File: config.mk
export PLATFORM = sky130hd
export DESIGN_NAME = fifo_sync
export DESIGN_NICKNAME = d
export VERILOG_FILES = /design/src/rtl/fifo_sync.sv
export SDC_FILE = /design/constraint.sdc
export NUM_CORES = 1
export LEC_CHECK = 0
export ABC_AREA = 1
export CAP_MARGIN = 30
export CORE_ASPECT_RATIO = 2
export CORE_MARGIN = 2
export CORE_UTILIZATION = 50
export DETAILED_ROUTE_END_ITERATION = 8
export PLACE_DENSITY = 0.75
export SYNTH_ARGS = -nofsm -noshare
export SYNTH_HDL_FRONTEND = slang
export SYNTH_SLANG_ARGS = --single-unit
File: constraint.sdc
create_clock -name clk -period 5.3 [get_ports clk]
set_input_delay 0.795 -clock clk [delete_from_list [all_inputs] [get_ports clk]]
set_output_delay 0.795 -clock clk [all_outputs]
set_load 0.02 [all_outputs]
File: src/rtl/fifo_sync.sv
// ============================================================================
// Module   : fifo_sync
// Brief    : Single-clock FIFO with occupancy count, threshold flags, sticky
//            error flags and selectable standard / first-word-fall-through read.
// Revision : 1.0
// ============================================================================
`default_nettype none

module fifo_sync #(
    parameter int ADDR_WIDTH = 5,
    parameter int DATA_WIDTH = 8,
    parameter int FWFT       = 0,
    parameter int AF_THRESH  = (1 << ADDR_WIDTH) - 4,
    parameter int AE_THRESH  = 4
) (
    input  logic                  clk,
    input  logic                  rst_n,
    input  logic                  flush,
    input  logic [DATA_WIDTH-1:0] w_data,
    input  logic                  w_push,
    output logic                  w_full,
    output logic                  w_almost_full,
    output logic                  w_overflow,
    input  logic                  r_pop,
    output logic [DATA_WIDTH-1:0] r_data,
    output logic                  r_empty,
    output logic                  r_almost_empty,
    output logic                  r_underflow,
    output logic [ADDR_WIDTH:0]   count
);

    localparam int                  c_DEPTH_INT = 1 << ADDR_WIDTH;
    localparam logic [ADDR_WIDTH:0] c_DEPTH     = c_DEPTH_INT[ADDR_WIDTH:0];
    localparam logic [ADDR_WIDTH:0] c_AF_THRESH = AF_THRESH[ADDR_WIDTH:0];
    localparam logic [ADDR_WIDTH:0] c_AE_THRESH = AE_THRESH[ADDR_WIDTH:0];

    generate
        if (ADDR_WIDTH < 1 || DATA_WIDTH < 1 || (FWFT != 0 && FWFT != 1) ||
            AF_THRESH < 1 || AF_THRESH > c_DEPTH_INT ||
            AE_THRESH < 0 || AE_THRESH > c_DEPTH_INT - 1) begin : g_cfg_error
            $error("fifo_sync: illegal parameter configuration");
        end
    endgenerate

    logic [DATA_WIDTH-1:0] r_mem [c_DEPTH_INT];
    logic [ADDR_WIDTH-1:0] r_wr_ptr;
    logic [ADDR_WIDTH-1:0] r_rd_ptr;
    logic [ADDR_WIDTH:0]   r_count;
    logic                  r_overflow;
    logic                  r_underflow_flag;

    logic w_push_acc;
    logic w_pop_acc;

    // Flags come straight from the registered count so they are glitch-free.
    assign w_full         = (r_count == c_DEPTH);
    assign r_empty        = (r_count == '0);
    assign w_almost_full  = (r_count >= c_AF_THRESH);
    assign r_almost_empty = (r_count <= c_AE_THRESH);
    assign w_overflow     = r_overflow;
    assign r_underflow    = r_underflow_flag;
    assign count          = r_count;

    assign w_push_acc = w_push & ~w_full;
    assign w_pop_acc  = r_pop & ~r_empty;

    always_ff @(posedge clk) begin
        if (w_push_acc) begin
            r_mem[r_wr_ptr] <= w_data;
        end
    end

    always_ff @(posedge clk or negedge rst_n) begin
        if (!rst_n) begin
            r_wr_ptr         <= '0;
            r_rd_ptr         <= '0;
            r_count          <= '0;
            r_overflow       <= 1'b0;
            r_underflow_flag <= 1'b0;
        end else if (flush) begin
            r_wr_ptr         <= '0;
            r_rd_ptr         <= '0;
            r_count          <= '0;
            r_overflow       <= 1'b0;
            r_underflow_flag <= 1'b0;
        end else begin
            if (w_push_acc) begin
                r_wr_ptr <= r_wr_ptr + 1'b1;
            end
            if (w_pop_acc) begin
                r_rd_ptr <= r_rd_ptr + 1'b1;
            end
            case ({w_push_acc, w_pop_acc})
                2'b10:   r_count <= r_count + 1'b1;
                2'b01:   r_count <= r_count - 1'b1;
                default: r_count <= r_count;
            endcase
            if (w_push && w_full) begin
                r_overflow <= 1'b1;
            end
            if (r_pop && r_empty) begin
                r_underflow_flag <= 1'b1;
            end
        end
    end

    generate
        if (FWFT == 0) begin : g_std_read
            logic [DATA_WIDTH-1:0] r_rdata;

            always_ff @(posedge clk or negedge rst_n) begin
                if (!rst_n) begin
                    r_rdata <= '0;
                end else if (flush) begin
                    r_rdata <= '0;
                end else if (w_pop_acc) begin
                    r_rdata <= r_mem[r_rd_ptr];
                end
            end

            assign r_data = r_rdata;
        end else begin : g_fwft_read
            // Head word is visible while the FIFO holds data; zero when empty.
            assign r_data = r_empty ? '0 : r_mem[r_rd_ptr];
        end
    endgenerate

endmodule

`default_nettype wire

; ---- Word-level counts from Yosys, hierarchy flattened
; Memory sizes are Yosys's and may differ from the RTL's.
; Cells that the tools add are included.
[classes]
addsub = 4
multipliers = 0
div = 0
order_cmp = 2
eq_ne = 3
n_shift = 0
mux = 14
bitwise = 4
n_reduce_logical = 8
[op_table]
columns = operator, count
row1 = 5-bit two-way mux, 4
row2 = 8-bit two-way mux, 2
row3 = 6-bit one-hot mux with 2 select lines, 1
row4 = "5-bit by 1-bit adder with 5-bit output, second input constant", 2
row5 = 2-bit nonzero test, 4
row6 = "6-bit by 1-bit adder with 6-bit output, second input constant", 1
row7 = "6-bit equality test, second input constant", 1
row8 = "6-bit by 5-bit >= comparator with 1-bit output, second input constant", 1
row9 = "6-bit by 3-bit <= comparator with 1-bit output, second input constant", 1
row10 = 6-bit zero test, 1
row11 = 1-bit two-way mux, 6
row12 = 6-bit two-way mux, 1
row13 = "6-bit by 1-bit subtractor with 6-bit output, second input constant", 1
row14 = 3-bit nonzero test, 1
row15 = 1-bit bitwise AND, 2
row16 = "2-bit by 1-bit equality test with 1-bit output, second input constant", 1
row17 = "2-bit equality test, second input constant", 1
row18 = 1-bit logical AND, 2
row19 = 1-bit inverter, 2
[word_totals]
ff_bits = 26
latchBits = 0
ramBits = 256
mem_bits_ro = 0
in_bits = 13
out_inout_bits = 20
wordCells = 42
memories = 1
[memory_table]
columns = name, words, width, rd, rd_ports_with_merged_regs, write_ports, line
row1 = r_mem, 32, 8, 1, 0, 1, 45  ; logic [DATA_WIDTH-1:0] r_mem [c_DEPTH_INT];

; ---- Longest topological paths before layout
; Gate-level depths: netlist (run 1).
[depth]
depth_word = 6
mapped_depth = 15
mapped_depth_nobuf = 15

; ---- Worst setup path before layout (run 1)
; No wires, ideal clock.
[synth_timing]
path_kind = input port to flip-flop
start = input w_push
end = memory r_mem[31][0], enable pin
setup_ps = 388
arrival_time_ps = 1688
required_ps = 4912
setup_slack_ps = 3224
cell_stages = 3
path_buffers = 1
cell_sequence = nand2_4 -> buf_6 -> nor3_1
[synth_between]
elab_chain_len = 3
[synth_rtl]
columns = item, line
row1 = from (decl), 20  ; input logic w_push,
row2 = 1-bit bitwise AND, 64  ; assign w_push_acc = w_push & ~w_full;
row3 = 1-bit two-way mux, 68  ; if (w_push_acc) begin
row4 = 1-bit two-way mux (implied by the code), 69  ; r_mem[r_wr_ptr] <= w_data;
row5 = to (decl), 45
; Every way passes these cells.

; ---- Worst setup path after layout (run 1)
[layout_timing]
start = register r_rd_ptr[0]
end = register g_std_read.r_rdata[2], in the netlist r_data[2]
[layout_between]
elab_chain_len = 3
[layout_rtl]
columns = item, line
row1 = from (decl), 47  ; logic [ADDR_WIDTH-1:0] r_rd_ptr;
row2 = from (signal assigned), 91  ; r_rd_ptr <= r_rd_ptr + 1'b1;
row3 = memory read 32 x 8 bit, -
row4 = 8-bit two-way mux, 116  ; end else if (w_pop_acc) begin
row5 = 8-bit two-way mux, 114  ; end else if (flush) begin
row6 = to (signal assigned), 117  ; r_rdata <= r_mem[r_rd_ptr];
row7 = to (decl), 109  ; logic [DATA_WIDTH-1:0] r_rdata;
; Every way passes these cells. The select of a mux whose other input is x is not followed.
; A chain may end at the register's enable or synchronous reset.

==> results of run 1 <==
## worst register-to-register path, stage by stage, from the launching register on
cell      delay (ns)
dfrtp_4         0.56
buf_4           0.83
o21ai_0         0.38
o22ai_1         0.29
o211ai_1        0.15
nand4_1         0.29
nand3_1         0.22
nand2_1         0.12
## area by class of cell
type | count | area share [%]
tap | 280 | 2.77
inverter | 35 | 1.07
multi-input combinational | 555 | 22.0
timing repair buffer | 41 | 2.73
clock inverter | 13 | 0.928
sequential | 282 | 65.9
clock buffer | 27 | 4.66
## sequential cells by signal, indices dropped and copies added (netlist names)
signal / count
r_mem: 256
r_data: 8
count: 6
r_rd_ptr: 5
r_wr_ptr: 5
r_underflow: 1
w_overflow: 1
## path summary, 6_finish.rpt
path,start,endpoint,slack [ns],depth (start not counted)
setup / recovery,r_rd_ptr[0],r_data[2],2.41,7
hold / removal,r_data[5],r_data[5],0.49,2
setup reg to reg,r_rd_ptr[0],r_data[2],2.41,7
hold reg to reg,r_data[5],r_data[5],0.49,2
max in group asynchronous,rst_n,r_rd_ptr[0],4.31,2
min in group asynchronous,rst_n,r_data[2],0.69,2
## Yosys cell counts
| master | number | area (sq um) |
|---|---|---|
| nand4_1 | 17 | 106 |
| nand3_1 | 32 | 160 |
| buf_1 | 1 | 3.75 |
| a21oi_1 | 8 | 40.0 |
| nor3_2 | 1 | 10.0 |
| o21ai_0 | 131 | 656 |
| inv_1 | 25 | 93.8 |
| inv_2 | 7 | 26.3 |
| o221ai_1 | 25 | 219 |
| clkbuf_1 | 33 | 124 |
| buf_2 | 12 | 60.1 |
| buf_4 | 4 | 30.0 |
| clkinv_1 | 2 | 7.51 |
| o21ai_1 | 7 | 35.0 |
| o22ai_1 | 40 | 250 |
| nor2_2 | 7 | 43.8 |
| nor3_4 | 1 | 16.3 |
| o211ai_1 | 7 | 52.6 |
| nor2_1 | 171 | 642 |
| buf_6 | 2 | 22.5 |
| o21bai_1 | 1 | 7.51 |
| ha_1 | 8 | 100 |
| dfrtp_1 | 26 | 651 |
| clkbuf_2 | 1 | 5.00 |
| o21ai_2 | 1 | 8.76 |
| edfxtp_1 | 256 | 7690 |
| nand3_2 | 3 | 30.0 |
| nand2_1 | 81 | 304 |
| nor3_1 | 7 | 35.0 |
| a2111oi_2 | 1 | 15.0 |
| inv_4 | 1 | 6.26 |
| xor2_1 | 1 | 8.76 |
| nand2_4 | 3 | 33.8 |
| nand2_2 | 1 | 6.26 |
| a211oi_1 | 1 | 7.51 |
## power by group through the flow
stage | Clock (mW) | Sequential, mW | Combinational [mW]
after floorplan | 0 | 2.65 | 0.811
after global routing | 1.74 | 2.59 | 1.45
after CTS | 1.65 | 2.58 | 1.32
final | 1.64 | 2.58 | 1.34
after detailed placement | 0 | 2.63 | 1.31
after global placement | 0 | 2.63 | 1.30
## cells by family after synthesis
logic type | count (synthesis) | synth area share [%]
and+or+nand+nor | 324 | 12.1
AOI/OAI and AO/OA | 222 | 11.2
DFF | 282 | 72.5
adders and majority gates | 8 | 0.870
xor gates and xnor gates | 1 | 0.0761
buffers and inverters | 88 | 3.30
## routing by layer
metal / global-route usage (%) / up-vias
met2: 45.6 / 425
met3: 2.44 / 123
li1: - / 3407
met1: 26.0 / 3593
met5: 0 / -
met4: 15.3 / 0
==> flow_summary.json, run 1 <==
{
  "outcome": "finished, final reports clean",
  "dr.first_iter.drc_count": 956,
  "critPathTopFamily": "buffers and inverters",
  "post-cts-setup-buffer-count": 0,
  "slowest_stage": "buf_4",
  "worstPathRequired_ns": 5.76,
  "ios": 33,
  "synth_area_per_cell_sq_um": 12.4,
  "multi_input_area_sq_mm": 0.00279,
  "clockBufferDepth": 3,
  "path_cells": "buf_4, o21ai_0, o22ai_1, o211ai_1, nand4_1, nand3_1, nand2_1",
  "cp-start-kind": "flip-flop",
  "rsz0062_at_grt": "false",
  "cts_tree": "done",
  "design_area_sq_mm": 0.0127,
  "drc": 0,
  "switching_share_pct": 31.6,
  "highest_layer": "met4",
  "grt_pass1_wl_um": 44100,
  "diodes": 0,
  "routed_via_density": 6.12,
  "drive_gt1_share_pct": 7.97,
  "report.final.slew_viol_count": 0,
  "synth_cell_types": 35,
  "whs_ns": 0.485,
  "synth_cells": 925,
  "combPwrFrac_pct": 24.0,
  "drv_cap": 0,
  "finalCritPeriodShare_pct": 54.6,
  "grt-ovfl-total": 0,
  "clock_sinks": 282,
  "start_util_pct": 50.8,
  "layout.nets": 959,
  "cts_made_buffers": 23,
  "die-width_um": 111,
  "ir_drop_uv": 338,
  "grt_pass1_vias": 7578,
  "htree_levels": 1,
  "routabilityCongestion": 0.969,
  "wl_met3_um": 1800,
  "tightest_slew_ns": 1.03,
  "row_count": 78,
  "post-place-ws_ns": 2.31,
  "hold_violations": 0,
  "coreArea_sq_mm": 0.0226,
  "final_common_cell": "edfxtp_1",
  "cts_hold_buf": 0,
  "clk-insertion-delay-late_ns": 0.53,
  "wl_met2_um": 15900,
  "path_max_fanout": 111,
  "crit_path_max_incr_delay_ns": 0.82,
  "yosys_warnings": 0,
  "finalWirelength_um": 29500,
  "yosysSeqAreaShare_pct": 72.5,
  "fillers": 1835,
  "cellPowerDensity_mw_per_mm2": 439,
  "min_period_ns": 2.89,
  "hold_class": "reg2reg",
  "placed_cell_area_sq_mm": 0.0120,
  "dr.pass1.iters": 6,
  "dieArea_sq_mm": 0.0243,
  "vias": 7548,
  "root_buffer": "clkbuf_16",
  "cp.arrival_ns": 3.36,
  "p_int_mw": 3.80,
  "fin_tns_setup_ns": 0,
  "finalClockSkew_ns": 0.0162,
  "clock.fmax_mhz": 346,
  "power.switching_mw": 1.76,
  "p_clk_share_pct": 29.5,
  "seq_power_share_pct": 46.4,
  "antenna_found_initial": 0,
  "ant_nets": 0,
  "slew_headroom_pct": 31.5,
  "synth_nets": 946,
  "dp_cells": 1193,
  "leakage_nw": 4.22,
  "wl_met1_um": 9990,
  "worst_setup_path_end_kind": "flip-flop",
  "synth_area_sq_mm": 0.0115,
  "die_h_um": 219,
  "grt_max_degree": 112,
  "wl_per_cell_um": 24.0,
  "setup_viol": 0,
  "crit_type": "reg2reg",
  "seq_area_sq_mm": 0.00834,
  "io_buffers": 32,
  "instances_no_fill": 1233,
  "setup_ws_ns": 2.41,
  "dp_hpwl_um": 19100,
  "utilization_pct": 56.0,
  "cp.buffers_inverters": 1,
  "layout_common_cells": "edfxtp_1 (256), nor2_1 (171), o21ai_0 (131), nand2_1 (81), o22ai_1 (40)",
  "cts_resized": 0,
  "synthToLayoutAreaGrowth_pct": 10.1,
  "yosys_register_bits": 282,
  "grt.total_usage_pct": 24.4,
  "p_total_mw": 5.56,
  "clk_pin_slew_ns": 0.07
}
(Power assumes the default switching activity.)
==> run 2, diff against run 1 <==
--- a/config.mk
+++ b/config.mk
@@ -11,7 +11,7 @@
 export CORE_MARGIN = 2
 export CORE_UTILIZATION = 50
 export DETAILED_ROUTE_END_ITERATION = 8
-export PLACE_DENSITY = 0.75
+export PLACE_DENSITY = 0.77
 export SYNTH_ARGS = -nofsm -noshare
 export SYNTH_HDL_FRONTEND = slang
 export SYNTH_SLANG_ARGS = --single-unit
==> constraint.sdc (replaced) <==
create_clock -name clk -period 2.6 [get_ports clk]
set_input_delay 0.39 -clock clk [delete_from_list [all_inputs] [get_ports clk]]
set_output_delay 0.39 -clock clk [all_outputs]
set_load 0.02 [all_outputs]
==> run 2 against run 1 <==
Against the previous run: total power increased by 100%; first-iteration DRC count decreased by 35%; clock power increased by 95%; final cell count increased by 4.0%; clock skew decreased by 0.0064 ns; setup slack got worse by 2.2 ns; register-to-register slack got worse by 2.0 ns; die area unchanged; sequential share of layout area decreased by 2.2 points; count of clock-buffer cells in the layout decreased by 1; highest routed layer unchanged.
==> flow_summary.json, run 2 (synthesized netlist as in run 1, its figures left out) <==
{
  "fin_tns_setup_ns": 0,
  "row_count": 78,
  "layout_common_cells": "edfxtp_1 (256), nor2_1 (171), o21ai_0 (131), nand2_1 (81), buf_4 (57)",
  "r2r_start": "r_rd_ptr[0]",
  "finalClockSkew_ns": 0.00984,
  "hold_class": "in2async",
  "ios": 33,
  "leakage_nw": 4.49,
  "drc": 0,
  "instances_no_fill": 1282,
  "diodes": 0,
  "r2r_slack_ns": 0.38,
  "crit_type": "reg2out",
  "routabilityCongestion": 0.925,
  "path_max_fanout": 7,
  "clk_pin_slew_ns": 0.07,
  "dr.first_iter.drc_count": 625,
  "finalCritPeriodShare_pct": 93.5,
  "cp.arrival_ns": 2.04,
  "utilization_pct": 57.9,
  "clock_sinks": 282,
  "grt_pass1_vias": 7578,
  "dr.pass1.iters": 5,
  "ant_nets": 0,
  "r2r-end": "r_data[2]",
  "die-width_um": 111,
  "setup_ws_ns": 0.170,
  "start_util_pct": 50.8,
  "grt_max_degree": 102,
  "setup_viol": 0,
  "worstPathRequired_ns": 2.21,
  "cts_resized": 0,
  "wl_per_cell_um": 21.0,
  "root_buffer": "clkbuf_16",
  "coreArea_sq_mm": 0.0226,
  "cts_hold_buf": 0,
  "grt-ovfl-total": 0,
  "worst_setup_path_end_kind": "output pin",
  "io_buffers": 32,
  "final_common_cell": "edfxtp_1",
  "drive_gt1_share_pct": 12.1,
  "met2_usage_pct": 42.2,
  "clk-insertion-delay-late_ns": 0.52,
  "cp-start-kind": "flip-flop",
  "min_period_ns": 2.43,
  "cellPowerDensity_mw_per_mm2": 856,
  "outcome": "finished, final reports clean",
  "met3_usage_pct": 2.69,
  "report.final.slew_viol_count": 0,
  "ir_drop_uv": 633,
  "largest_reg_flops": 256,
  "use_met1_pct": 22.4,
  "die_h_um": 219,
  "post-cts-setup-buffer-count": 0,
  "layout.nets": 1009,
  "cts_tree": "done",
  "dp_cells": 1244,
  "p_total_mw": 11.2,
  "ff2ff_path_depth": 8,
  "finalWirelength_um": 26900,
  "vias": 7632,
  "rsz0062_at_grt": "false",
  "top_register": "r_mem",
  "grt_busiest_layer": "met2",
  "placed_cell_area_sq_mm": 0.0124,
  "antenna_found_initial": 0,
  "hold_violations": 0,
  "htree_levels": 1,
  "dieArea_sq_mm": 0.0243,
  "grt.total_usage_pct": 22.3,
  "drv_cap": 0,
  "synthToLayoutAreaGrowth_pct": 13.9,
  "whs_ns": 0.256,
  "cts_made_buffers": 22,
  "tightest_slew_ns": 0.796,
  "post-place-ws_ns": 0.354,
  "dp_hpwl_um": 18000,
  "grt_pass1_wl_um": 41000,
  "design_area_sq_mm": 0.0131,
  "clock.fmax_mhz": 411,
  "slew_headroom_pct": 46.8,
  "routed_via_density": 5.95,
  "clockBufferDepth": 3
}
run 2: cell count changes in the layout (fill, tap and decap cells not counted), moves of 2 or more:
cell,delta
buf_12,+3
buf_2,-9
buf_4,+49
clkdlybuf4s50_1,+8
clkinv_1,-3
clkinv_4,+2
run 2: per-layer routing:
layer / wire, um / vias up
met5: 0 / -
met2: 14800 / 342
met3: 1410 / 100
met1: 8770 / 3681
met4: 1930 / 0
li1: - / 3509
run 2: cell type report:
cell class | instances | area [sq um]
Multi-Input combinational cell | 555 | 2790
Timing Repair Buffer | 92 | 808
Inverter | 35 | 135
Fill cell | 1762 | 9530
Sequential cell | 282 | 8340
Clock inverter | 12 | 97.6
Tap cell | 280 | 350
Clock buffer | 26 | 587
run 2: worst max path at each step:
stage / from / to / slack, ns / cells after the start
6_report: count[0] / r_empty / 0.17 / 4
5_1_grt: count[0] / r_empty / 0.09 / 4
4_1_cts: count[0] / r_empty / 0.17 / 4
3_5_place_dp: w_push / r_mem[25][6] / 0.35 / 6
3_3_place_gp: w_push / count[5] / 0.40 / 11
2_1_floorplan: count[0] / r_mem[31][0] / 0.59 / 5
run 2: report_power, final:
part / leakage (nW) / internal, mW / total, mW / switching [mW]
clock: 0.329 / 1.72 / 3.19 / 1.47
combinational: 1.51 / 0.926 / 2.78 / 1.85
sequential: 2.65 / 5.10 / 5.25 / 0.151
run 2: worst max-delay path: stages, from the launching register on:
cell and delay [ns]:
dfrtp_1 0.47, nor2_2 0.21, nand3_2 0.14, inv_1 0.10, clkdlybuf4s50_1 0.61
==> run 3, diff against run 2 <==
--- a/config.mk
+++ b/config.mk
@@ -11,7 +11,7 @@
 export CORE_MARGIN = 2
 export CORE_UTILIZATION = 50
 export DETAILED_ROUTE_END_ITERATION = 8
-export PLACE_DENSITY = 0.77
+export PLACE_DENSITY = 0.75
 export SYNTH_ARGS = -nofsm -noshare
 export SYNTH_HDL_FRONTEND = slang
 export SYNTH_SLANG_ARGS = --single-unit
==> constraint.sdc (replaced) <==
create_clock -name clk -period 2.5 [get_ports clk]
set_input_delay 0.375 -clock clk [delete_from_list [all_inputs] [get_ports clk]]
set_output_delay 0.375 -clock clk [all_outputs]
set_load 0.02 [all_outputs]
==> run 3 against run 2 <==
Against the previous run: core utilization up 0.50 points; via count decreased by 2.8%; critical path depth unchanged; final area rose by 0.87%; sequential power up 4%; count of clock-buffer cells in the layout unchanged; hold slack worse by 0.0090 ns; setup slack worse by 0.086 ns; sequential share of layout area is 0.55 points lower; register-to-register slack worse by 0.02 ns; global-route usage decreased by 0.61 points; clock skew grew 0.0020 ns; critical path type unchanged; largest power group unchanged.
==> flow_summary.json, run 3 (synthesized netlist as in run 1, its figures left out) <==
{
  "row_count": 78,
  "diodes": 0,
  "hold_violations": 0,
  "p_clk_share_pct": 31.1,
  "layout.nets": 1008,
  "post-cts-setup-buffer-count": 0,
  "outcome": "finished, final reports clean",
  "worstPathRequired_ns": 2.12,
  "io_buffers": 32,
  "cts_resized": 0,
  "coreArea_sq_mm": 0.0226,
  "drive_gt1_share_pct": 11.8,
  "vias": 7419,
  "finalCritPeriodShare_pct": 96.7,
  "root_buffer": "clkbuf_16",
  "start_util_pct": 50.8,
  "instances_no_fill": 1281,
  "hold_class": "in2async",
  "power.switching_mw": 3.60,
  "wl_per_cell_um": 20.6,
  "clk_pin_slew_ns": 0.07,
  "slew_headroom_pct": 45.9,
  "ios": 33,
  "path_max_fanout": 4,
  "htree_levels": 1,
  "cts_tree": "done",
  "die_h_um": 219,
  "report.final.slew_viol_count": 0,
  "dp_hpwl_um": 17300,
  "drc": 0,
  "ir_drop_uv": 813,
  "dieArea_sq_mm": 0.0243,
  "clockBufferDepth": 3,
  "cp-start-kind": "flip-flop",
  "setup_viol": 0,
  "seq_power_share_pct": 45.0,
  "finalWirelength_um": 26400,
  "routabilityCongestion": 0.863,
  "grt_max_degree": 131,
  "setup_ws_ns": 0.0833,
  "design_area_sq_mm": 0.0132,
  "clk-insertion-delay-late_ns": 0.53,
  "clock_sinks": 282,
  "seq_area_sq_mm": 0.00834,
  "cellPowerDensity_mw_per_mm2": 914,
  "crit_type": "reg2out",
  "drv_cap": 0,
  "dr.pass1.iters": 5,
  "routed_via_density": 5.79,
  "min_period_ns": 2.42,
  "placed_cell_area_sq_mm": 0.0124,
  "cp.arrival_ns": 2.04,
  "rsz0062_at_grt": "false",
  "worst_setup_path_end_kind": "output pin",
  "switching_share_pct": 29.8,
  "grt_pass1_wl_um": 40500,
  "leakage_nw": 4.54,
  "fillers": 1783,
  "cts_hold_buf": 0,
  "die-width_um": 111,
  "grt-ovfl-total": 0,
  "cts_made_buffers": 22,
  "top_register": "r_mem",
  "synthToLayoutAreaGrowth_pct": 14.9,
  "grt.total_usage_pct": 21.6,
  "fin_tns_setup_ns": 0,
  "clock.fmax_mhz": 414,
  "p_int_mw": 8.49,
  "finalClockSkew_ns": 0.0119,
  "combPwrFrac_pct": 23.9,
  "largest_reg_flops": 256,
  "post-place-ws_ns": 0.214,
  "multi_input_area_sq_mm": 0.00279,
  "layout_common_cells": "edfxtp_1 (256), nor2_1 (171), o21ai_0 (131), nand2_1 (81), buf_4 (54)",
  "final_common_cell": "edfxtp_1",
  "tightest_slew_ns": 0.808,
  "dp_cells": 1243,
  "antenna_found_initial": 0,
  "grt_pass1_vias": 7450,
  "dr.first_iter.drc_count": 634,
  "ant_nets": 0
}
-- run 3: cell count changes in the layout (fill, tap and decap cells not counted) --
cell	previous run	this run
clkinv_8	0	1
bufinv_16	1	5
clkinv_1	4	6
buf_4	57	54
clkinv_4	2	0
clkinv_2	5	2
clkinvlp_4	3	1
buf_12	3	5
-- run 3: power by group through the flow --
| stage | combinational [mW] | sequential, mW | clock (mW) |
|---|---|---|---|
| detailed placement | 2.86 | 5.54 | 0 |
| finish | 2.89 | 5.44 | 3.76 |
| global route | 3.17 | 5.46 | 3.96 |
| floorplan | 1.72 | 5.62 | 0 |
| CTS | 2.88 | 5.44 | 3.80 |
| global placement | 2.79 | 5.54 | 0 |
-- run 3: area by class of cell --
cell class / count / share of cell area (%)
inverters: 35 / 1.02
multi-input cells: 555 / 21.1
flip-flops and latches: 282 / 63.1
clock inverters: 12 / 1.47
clock buffers: 26 / 4.44
well taps: 280 / 2.65
repair buffers: 91 / 6.25
-- run 3: worst max-delay path, cell delays in order (launching register included) --
cell and delay (ns):
dfrtp_1 0.43, nor2_2 0.23, nand3_2 0.14, inv_1 0.10, clkdlybuf4s50_1 0.61
-- run 3: metrics by stage --
step | hold WS (ns) | power, mW | utilization, %
6_report | 0.247 | 12.1 | 58.4
2_1_floorplan | 0.0794 | 7.34 | -
4_1_cts | 0.256 | 12.1 | 58.4
3_3_place_gp | 0.472 | 8.33 | 55.0
5_1_grt | 0.273 | 12.6 | 58.4
3_5_place_dp | 0.481 | 8.41 | 55.0
-- run 3: metal layers --
metal / track usage (%) / part of all wire, % / wire length (um) / up-vias
met3: 1.72 / 3.7 / 966 / 61
met2: 42.3 / 57 / 15000 / 201
met4: 9.51 / 3.8 / 999 / 0
met1: 23.5 / 36 / 9450 / 3655
met5: 0 / 0 / 0 / -
li1: - / - / - / 3502
-- run 3: final timing paths --
check                          start          end  slack, ns  cells past startpoint
max                         count[1]      r_empty       0.08                      4
min                            rst_n  r_underflow       0.25                      2
max reg2reg                 count[1]     count[5]       0.36                     12
min reg2reg                r_data[0]    r_data[0]       0.50                      2
max in group asynchronous      rst_n  r_rd_ptr[0]       1.93                      2
min in group clk           r_data[0]    r_data[0]       0.50                      2
